==> config.mk <==
export PLATFORM = sky130hd
export DESIGN_NAME = score_bcd_counter
export DESIGN_NICKNAME = d
export VERILOG_FILES = /design/src/rtl/score_bcd_counter.sv
export SDC_FILE = /design/constraint.sdc
export NUM_CORES = 1
export LEC_CHECK = 0
export BUFFER_PORTS_ARGS = -buffer_cell sky130_fd_sc_hd__clkbuf_2
export CAP_MARGIN = 20
export CORE_MARGIN = 1.5
export CORE_UTILIZATION = 30
export DETAILED_ROUTE_END_ITERATION = 6
export PLACE_DENSITY = 0.46
export SLEW_MARGIN = 10
export SYNTH_ARGS = -nofsm -noshare
export SYNTH_HDL_FRONTEND = slang
export SYNTH_SLANG_ARGS = --single-unit
==> constraint.sdc <==
create_clock -name clk_i -period 10 [get_ports clk_i]
set_input_delay 1 -clock clk_i [delete_from_list [all_inputs] [get_ports clk_i]]
set_output_delay 1 -clock clk_i [all_outputs]
set_load 0.05 [all_outputs]
==> src/rtl/score_bcd_counter.sv <==
// Game score accumulator holding a packed-BCD score.
// An add request runs a digit-serial BCD add, one digit per clock, starting at the units digit.
// The score saturates at all nines and raises a sticky overflow flag.
// Each 4-bit slice of bcd_o feeds a 7-segment decoder directly.
//
// Ports:
//   clk_i       system clock, rising edge
//   reset_i     synchronous active-high reset, highest priority
//   clear_i     synchronous score clear; also aborts an add in flight
//   add_en_i    add request, accepted only while ready_o is high
//   add_val_i   points to add; values above 9 are clamped to 9
//   ready_o     idle and able to accept add_en_i
//   done_o      one-cycle pulse on the cycle after an add commits or saturates
//   overflow_o  sticky saturation flag, cleared by clear_i or reset_i
//   bcd_o       committed score; digit i at [4i+3:4i], digit 0 is the units digit
module score_bcd_counter #(
  parameter int unsigned DIGITS = 4
) (
  input  logic                  clk_i,
  input  logic                  reset_i,
  input  logic                  clear_i,
  input  logic                  add_en_i,
  input  logic [3:0]            add_val_i,
  output logic                  ready_o,
  output logic                  done_o,
  output logic                  overflow_o,
  output logic [4*DIGITS-1:0]   bcd_o
);

  localparam int unsigned W    = 4 * DIGITS;
  localparam int unsigned IdxW = (DIGITS > 1) ? $clog2(DIGITS) : 1;

  typedef enum logic [0:0] {StIdle, StAdd} state_e;

  state_e          state_q;
  logic [W-1:0]    bcd_q;
  logic [W-1:0]    work_q;
  logic [3:0]      operand_q;
  logic [IdxW-1:0] idx_q;
  logic            carry_q;
  logic            ready_q;
  logic            done_q;
  logic            overflow_q;

  // Datapath for the digit being processed this cycle
  logic [3:0]      cur_digit;
  logic [4:0]      digit_sum;
  logic [3:0]      new_digit;
  logic            sum_carry;
  logic [W-1:0]    work_upd;
  logic            last_digit;
  logic [3:0]      add_val_clamped;

  assign add_val_clamped = (add_val_i > 4'd9) ? 4'd9 : add_val_i;
  assign last_digit      = (idx_q == IdxW'(DIGITS - 1));

  always_comb begin
    cur_digit = 4'd0;
    for (int unsigned i = 0; i < DIGITS; i++) begin
      if (idx_q == IdxW'(i)) cur_digit = work_q[4*i +: 4];
    end

    // The operand only enters at the units digit; higher digits just absorb the carry.
    // The worst case is 9 + 9 + 0 = 18, so one subtraction of 10 is enough.
    digit_sum = {1'b0, cur_digit}
              + ((idx_q == '0) ? {1'b0, operand_q} : 5'd0)
              + {4'd0, carry_q};

    if (digit_sum > 5'd9) begin
      new_digit = 4'(digit_sum - 5'd10);
      sum_carry = 1'b1;
    end else begin
      new_digit = digit_sum[3:0];
      sum_carry = 1'b0;
    end

    work_upd = work_q;
    for (int unsigned i = 0; i < DIGITS; i++) begin
      if (idx_q == IdxW'(i)) work_upd[4*i +: 4] = new_digit;
    end
  end

  always_ff @(posedge clk_i) begin
    if (reset_i) begin
      state_q    <= StIdle;
      bcd_q      <= '0;
      work_q     <= '0;
      operand_q  <= 4'd0;
      idx_q      <= '0;
      carry_q    <= 1'b0;
      ready_q    <= 1'b1;
      done_q     <= 1'b0;
      overflow_q <= 1'b0;
    end else begin
      // done_o is a single-cycle pulse unless a commit below sets it again
      done_q <= 1'b0;
      unique case (state_q)
        StIdle: begin
          if (clear_i) begin
            // A clear wins over a simultaneous add request, which is dropped
            work_q     <= '0;
            bcd_q      <= '0;
            overflow_q <= 1'b0;
          end else if (add_en_i) begin
            operand_q <= add_val_clamped;
            work_q    <= bcd_q;
            idx_q     <= '0;
            carry_q   <= 1'b0;
            ready_q   <= 1'b0;
            state_q   <= StAdd;
          end
        end

        StAdd: begin
          if (clear_i) begin
            // Abort: no commit and no done pulse
            work_q     <= '0;
            bcd_q      <= '0;
            overflow_q <= 1'b0;
            carry_q    <= 1'b0;
            idx_q      <= '0;
            ready_q    <= 1'b1;
            state_q    <= StIdle;
          end else if (!sum_carry) begin
            // The carry has died out, so the remaining digits are already final
            work_q  <= work_upd;
            bcd_q   <= work_upd;
            carry_q <= 1'b0;
            idx_q   <= '0;
            ready_q <= 1'b1;
            done_q  <= 1'b1;
            state_q <= StIdle;
          end else if (!last_digit) begin
            work_q  <= work_upd;
            carry_q <= 1'b1;
            idx_q   <= idx_q + IdxW'(1);
          end else begin
            // Carry out of the top digit: pin the score at all nines
            work_q     <= {DIGITS{4'h9}};
            bcd_q      <= {DIGITS{4'h9}};
            overflow_q <= 1'b1;
            carry_q    <= 1'b0;
            idx_q      <= '0;
            ready_q    <= 1'b1;
            done_q     <= 1'b1;
            state_q    <= StIdle;
          end
        end

        default: begin
          state_q <= StIdle;
          ready_q <= 1'b1;
        end
      endcase
    end
  end

  assign ready_o    = ready_q;
  assign done_o     = done_q;
  assign overflow_o = overflow_q;
  assign bcd_o      = bcd_q;

endmodule

==> summary.md, run 1 <==
| Metric | Value |
|---|---|
| Ys Warns | 0 |
| Placed cells | 458 |
| Clk_lat worst skew | 0.30 ns |
| Initial antenna violation count | 0 |
| Max-slew headroom | about 48% |
| Mean post-synth cell area | 7.63 um2 |
| # setup viols final | 0 |
| Max Root-Sink Buffers | 2 |
| DIE AREA | about 9400 um2 |
| All-Layer GR Usage | 17.1% |
| Mapped Area | ~2700 um2 |
| # port buffers | 26 |
| First-pass GRT wire length | 12.8 mm |
| Final Skew | 0.0138 ns |
| Post-CTS sizing | 0 |
| TritonCTS Sinks | 43 |
| Post-route ant nets | 0 |
| Synthesis-to-layout area growth | 9.14% |
| P_leak | 1.10 nW |
| Worst Setup SP | idx_q[0]$_SDFFE_PP0P_ |
| Initial Util | 30.8% |
| Post-layout util | 33.6% |
| Flop and latch count out of synthesis | 43 |
| CTS clk-pin slew, worst paths | approximately 0.090 ns |
| EDFF count, synth | 0 |
| CTS Hold Bufs | 0 |
| Iteration-0 DRC Markers | 155 |
| Hold Crit Start | carry_q$_SDFFE_PP0P_ |
| Post-DP HPWL | between 5 and 6 mm |
| Status | complete, no violations |
| Final Hold Vio Count | 0 |
| GRT overflow | 0 |
| Core Region | roughly 8600 um2 |
| Post-route setup slack | 5.31 ns |
| Register area share after synthesis | 32.4% |
| Async S/R FF share, synth | 0% |
| Setup Crit Path Kind | flop to flop |
| Peak VDD IR | 0.0545 mV |
| CP cell instances | ha_1 > clkinv_1 > mux2i_1 > fa_1 > inv_1 > fa_1 > xnor2_1 > nand2_1 > a31oi_2 > o21ai_0 > a211oi_1 > a21boi_1 |
| Final hold slack | 0.472 ns |
| Critical Path End | work_q[6]$_SDFFE_PP0P_ |
| Syn_nets | 366 |
| # IOs | 27 |
| Routed WL | 7.83 mm |
| Fin. max-slew vios | 0 |
| Layout Cells excl Fill | 466 |
| Unrepaired setup endpoints after global routing | false |
| Most frequent CP cell | fa_1 |
| Wirelength per Cell | 16.8 um |
| H-tree levels | 2 |
| Seq. cell area | 861 um2 |
| Vias/cell | 5.38 |
| Reg2reg end | work_q[6]$_SDFFE_PP0P_ |
| Synth unique cells | 56 |
| CTS Buf Count | 5 |
| Pwr dens | about 120 nW/um2 |
| Worst EP required | approximately 10 ns |
| Drt drc | 0 |
| Worst hold path stage count | 2 |
| Post-CTS Setup Inserts | 0 |
| MaxCap Viol Count | 0 |
| Die Ht | 97.1 um |
| Fin Setup TNS | 0 ns |
| R2R depth | 12 |
| Tmin final | 4.69 ns |
| Ant diodes | 0 |
| Final #Nets | 375 |
| CTS Root Cell | clkbuf_8 |
| Slowest-stage cell, CP | ha_1 |
| Worst setup SP type | flop |
| Max FO, Critical Path | 22 |
| Largest net degree at the start of global routing | 33 |
| R2r setup slk | between 5 and 6 ns |
| Fillers | 939 |
| WP data arrival | slightly below 5 ns |
| Vias in the first global route | 2,371 |
| Row count | 34 |
| Pre-antenna DRT Iters | 4 |
| Share of cells above drive strength 1 | 12.8% |
| Max incr delay on CP | 0.67 ns |
| Synth Flop Type | dfxtp_1 |
| Fin crit share | 46.9% |
| Mapped Cells | 348 |
| Area of the multi-input gates | about 1600 um2 |
| Reg2Reg Launch Point | idx_q[0]$_SDFFE_PP0P_ |
| Crit path capture type | flop |
| Via count | 2,508 |
| Fmax | 213 MHz |
| CTS tree | built |
| Hold Crit Class | flop to flop |
| RePlAce Congestion | 0.867 |
| Worst-margin pin slew | 0.777 ns |
| Die width | 97.1 um |
| Place WS | 5.31 ns |
[worst min path at each step]
stage,to,slack [ns]
3_3_place_gp,carry_q$_SDFFE_PP0P_,0.45
4_1_cts,carry_q$_SDFFE_PP0P_,0.47
3_5_place_dp,carry_q$_SDFFE_PP0P_,0.45
2_1_floorplan,operand_q[3]$_SDFFE_PP0P_,0.43
6_report,carry_q$_SDFFE_PP0P_,0.47
5_1_grt,operand_q[3]$_SDFFE_PP0P_,0.51
[cell usage in the layout (no fill, tap or decap), types with 8 or more instances in the layout]
| cell | n |
|---|---|
| dfxtp_1 | 43 |
| clkbuf_2 | 26 |
| nand2_1 | 35 |
| nor3_1 | 13 |
| nor2_1 | 55 |
| ha_1 | 8 |
| o21ai_0 | 22 |
| a21oi_1 | 36 |
| inv_1 | 12 |
| mux2i_1 | 10 |
[flip-flops by register name (all words and copies together), names as in the netlist]
signal	cells
bcd_o	16
overflow_o	1
work_q	16
state_q	1
carry_q	1
ready_o	1
done_o	1
operand_q	4
idx_q	2
[per-stage QoR]
step           instance area, um2  total power, mW
3_5_place_dp                 2810            0.231
6_report                     2900            0.340
4_1_cts                      2900            0.345
3_3_place_gp                 2810            0.231
5_1_grt                      2900            0.359
2_1_floorplan                2660            0.218
[metal layers]
metal  share of wire [%]  wire length (um)  GRT usage, %
met1                  47              3700          23.8
met2                  47              3700          27.3
met3                 4.8               374          2.66
met4                0.70                55          4.91
met5                   0                 0             0
[where the power goes]
part | internal [mW] | switching (mW)
registers | 0.175 | 0.00351
logic | 0.0158 | 0.0327
clock network | 0.0490 | 0.0643
total | 0.239 | 0.101
[final cells by class]
type	instances	share of cell area, %
Clock buffer	6	2.50
Clock inverter	2	0.432
Inverter	14	1.81
Multi-Input combinational cell	266	56.2
Sequential cell	43	29.7
Tap cell	108	4.66
Timing Repair Buffer	27	4.75
[critical path: cells and delay by family (launching register included)]
kind	cells	cell delay, ns
AO/OA/AOI/OAI	4	1.29
adder cells (fa/ha/maj)	3	1.41
flip-flops	1	0.41
AND/OR/NAND/NOR	1	0.22
XOR/XNOR	1	0.36
buffers and inverters	2	0.59
multiplexers	1	0.33
[Yosys cell counts, types with 5 or more instances]
master     count  area [um2]
a21o_1         5        37.5
ha_1           8         100
dfxtp_1       43         861
nand2_1       35         131
o2bb2ai_1      6        52.6
a211oi_1       6        45.0
a21oi_1       36         180
nor2_1        55         206
o21ai_0       22         110
inv_1         12        45.0
nor3_1        13        65.1
mux2i_1       10         100
clkbuf_1      19        71.3
[kinds of logic after synthesis]
family	count (synthesis)	share of synthesized area (%)
xor gates and xnor gates	1	0.330
muxes	13	5.46
adders and majority gates	10	5.28
DFF	43	32.4
buffers and inverters	39	6.31
AOI/OAI and AO/OA	116	29.2
and+or+nand+nor	126	21.0
Note: power is estimated with default switching activity, not from simulation.
==> inputs of run 2 (changes only) <==
--- a/config.mk
+++ b/config.mk
@@ -10,7 +10,7 @@
 export CORE_MARGIN = 1.5
 export CORE_UTILIZATION = 30
 export DETAILED_ROUTE_END_ITERATION = 6
-export PLACE_DENSITY = 0.46
+export PLACE_DENSITY = 0.48
 export SLEW_MARGIN = 10
 export SYNTH_ARGS = -nofsm -noshare
 export SYNTH_HDL_FRONTEND = slang
==> constraint.sdc (replaced) <==
create_clock -name clk_i -period 3.8 [get_ports clk_i]
set_input_delay 0.38 -clock clk_i [delete_from_list [all_inputs] [get_ports clk_i]]
set_output_delay 0.38 -clock clk_i [all_outputs]
set_load 0.05 [all_outputs]
==> run 2 against run 1 <==
  * Die area unchanged
  * Flip-flop and latch count unchanged
  * Final cell count increased by 3.2%
  * Sequential share of layout area decreased by 1.8 points
  * Sequential power increased to 2.6 times the previous value
  * Clock skew decreased by 0.0091 ns
  * Highest routed layer unchanged
==> summary.md, run 2 (same netlist as run 1, synthesis figures left out) <==
| Metric | Value |
|---|---|
| Clk_lat worst skew | roughly 0.30 ns |
| Iteration-0 DRC Markers | around 160 |
| CTS tree | built |
| Post-CTS Setup Inserts | 0 |
| TritonCTS Sinks | 43 |
| Row count | 34 |
| Vias/cell | 5.38 |
| Hold Crit Class | input port to flop |
| Finished Cell Area | between 3000 and 4000 um2 |
| Final Hold Vio Count | 0 |
| CP top delay family | simple AND/OR/NAND/NOR gates |
| Routed WL | 8.25 mm |
| GRT overflow | 0 |
| Vias in the first global route | between 2,000 and 2,500 |
| Pre-antenna DRT Iters | 5 |
| MaxCap Viol Count | 0 |
| Crit path capture type | flop |
| Placed cell area | 2930 um2 |
| CTS clk-pin slew, worst paths | 0.09 ns |
| Post-route setup slack | 0.245 ns |
| Drt drc | 0 |
| Worst setup SP type | flop |
| Post-DP HPWL | 5.86 mm |
| Worst-margin pin slew | 0.747 ns |
| # IOs | 27 |
| Fin crit share | 93.6% |
| Die width | 97.1 um |
| Largest net degree at the start of global routing | 33 |
| Max-slew headroom | between 50% and 60% |
| First-pass GRT wire length | 13.3 mm |
| Max Root-Sink Buffers | 2 |
| Power Total | 0.985 mW |
| Die Ht | 97.1 um |
| Final #Nets | 390 |
| # port buffers | 26 |
| Synthesis-to-layout area growth | 16.3% |
| Buf+Inv Stages, Crit Path | 1 |
| Commonest non-fill, non-tap cell in the layout | nor2_1 |
| Initial antenna violation count | 0 |
| Core Region | about 8600 um2 |
| DIE AREA | around 9400 um2 |
| WP data arrival | 3.78 ns |
| Fmax | approximately 280 MHz |
| Place WS | 0.225 ns |
| Post-route ant nets | 0 |
| RePlAce Congestion | 0.843 |
| Setup Crit Path Kind | flop to flop |
| Final Skew | 0.00472 ns |
| CTS Hold Bufs | 0 |
| Post-layout util | 35.8% |
| Ant diodes | 0 |
| # setup viols final | 0 |
| CTS Buf Count | 5 |
| Initial Util | 30.8% |
| CTS Root Cell | clkbuf_8 |
| Tmin final | between 3 and 4 ns |
| Worst EP required | 4.02 ns |
| All-Layer GR Usage | approximately 18% |
| Max FO, Critical Path | 8 |
| Max incr delay on CP | 0.44 ns |
| CP cell instances | inv_1 > ha_1 > nand2_1 > nor2_1 > a21oi_1 > nor2_1 > a21oi_1 > o21ai_1 > ha_1 > and3b_1 > o21ai_1 > and2_1 > mux2i_4 > a311oi_1 > nor3_1 |
| Status | complete, no violations |
| Pwr dens | 319 nW/um2 |
| Slowest-stage cell, CP | ha_1 |
| Share of cells above drive strength 1 | 18.5% |
| Fin. max-slew vios | 0 |
| Fillers | 919 |
| Wirelength per Cell | roughly 17 um |
| Commonest non-fill, non-tap cells in the layout | nor2_1, dfxtp_1, a21oi_1 |
| H-tree levels | 2 |
| Via count | 2,586 |
| P_leak | 1.19 nW |
| Peak VDD IR | 0.171 mV |
==> run 2: cell types whose count changed in the layout (fill, tap and decap cells not counted), sizes merged <==
cell | previous run | this run
bufinv | 0 | 1
buf | 1 | 16
clkinv | 3 | 4
clkbuf | 32 | 31
clkinvlp | 1 | 0
==> run 2: layer usage <==
metal | routed length, um | track usage [%]
met5 | 0 | 0
met4 | 155 | 4.91
met3 | 334 | 2.95
met1 | 3840 | 23.7
met2 | 3930 | 29.0
==> run 2: path summary, 6_finish.rpt <==
check                            startpoint                         to  slack (ns)  cells after the start
hold reg to reg   operand_q[3]$_SDFFE_PP0P_  operand_q[3]$_SDFFE_PP0P_        0.46                      2
hold / removal                 add_val_i[3]  operand_q[3]$_SDFFE_PP0P_        0.37                      3
setup reg to reg      idx_q[0]$_SDFFE_PP0P_     work_q[7]$_SDFFE_PP0P_        0.24                     15
setup / recovery      idx_q[0]$_SDFFE_PP0P_     work_q[7]$_SDFFE_PP0P_        0.24                     15
==> run 2: timing repair <==
item | 4_1_cts | 5_1_grt
hold endpoints to repair | 0 | 0
setup endpoints to repair | 0 | 33
gates resized for setup | 0 | 11
==> run 2: area by class of cell <==
cell class                      count  area (um2)  share of cell area, %
Multi-Input combinational cell    266        1680                   54.3
Sequential cell                    43         861                   27.9
Timing Repair Buffer               42         250                   8.10
Tap cell                          108         135                   4.37
Clock buffer                        5        68.8                   2.23
Inverter                           14        52.6                   1.70
Clock inverter                      3        43.8                   1.42
==> run 2: worst register-to-register path, stage by stage (launching register included) <==
cell and delay (ns):
dfxtp_1 0.41, inv_1 0.08, ha_1 0.27, nand2_1 0.09, nor2_1 0.04, a21oi_1 0.17
nor2_1 0.06, a21oi_1 0.12, o21ai_1 0.11, ha_1 0.44, and3b_1 0.24, o21ai_1 0.36
and2_1 0.42, mux2i_4 0.37, a311oi_1 0.14, nor3_1 0.17
==> run 2: power breakdown <==
part | total, mW | internal, mW | leakage, nW | switching [mW]
Clock | 0.377 | 0.196 | 0.0581 | 0.181
Sequential | 0.468 | 0.459 | 0.348 | 0.00811
Combinational | 0.140 | 0.0483 | 0.787 | 0.0917
Total | 0.985 | 0.704 | 1.19 | 0.281
==> run 2: stage by stage <==
stage / instances / TNS (ns) / hold slack, ns
2_1_floorplan: 348 / 0 / 0.432
3_3_place_gp: 473 / 0 / 0.450
3_5_place_dp: 473 / 0 / 0.452
4_1_cts: 481 / 0 / 0.364
5_1_grt: 481 / -0.0171 / 0.389
6_report: 481 / 0 / 0.366
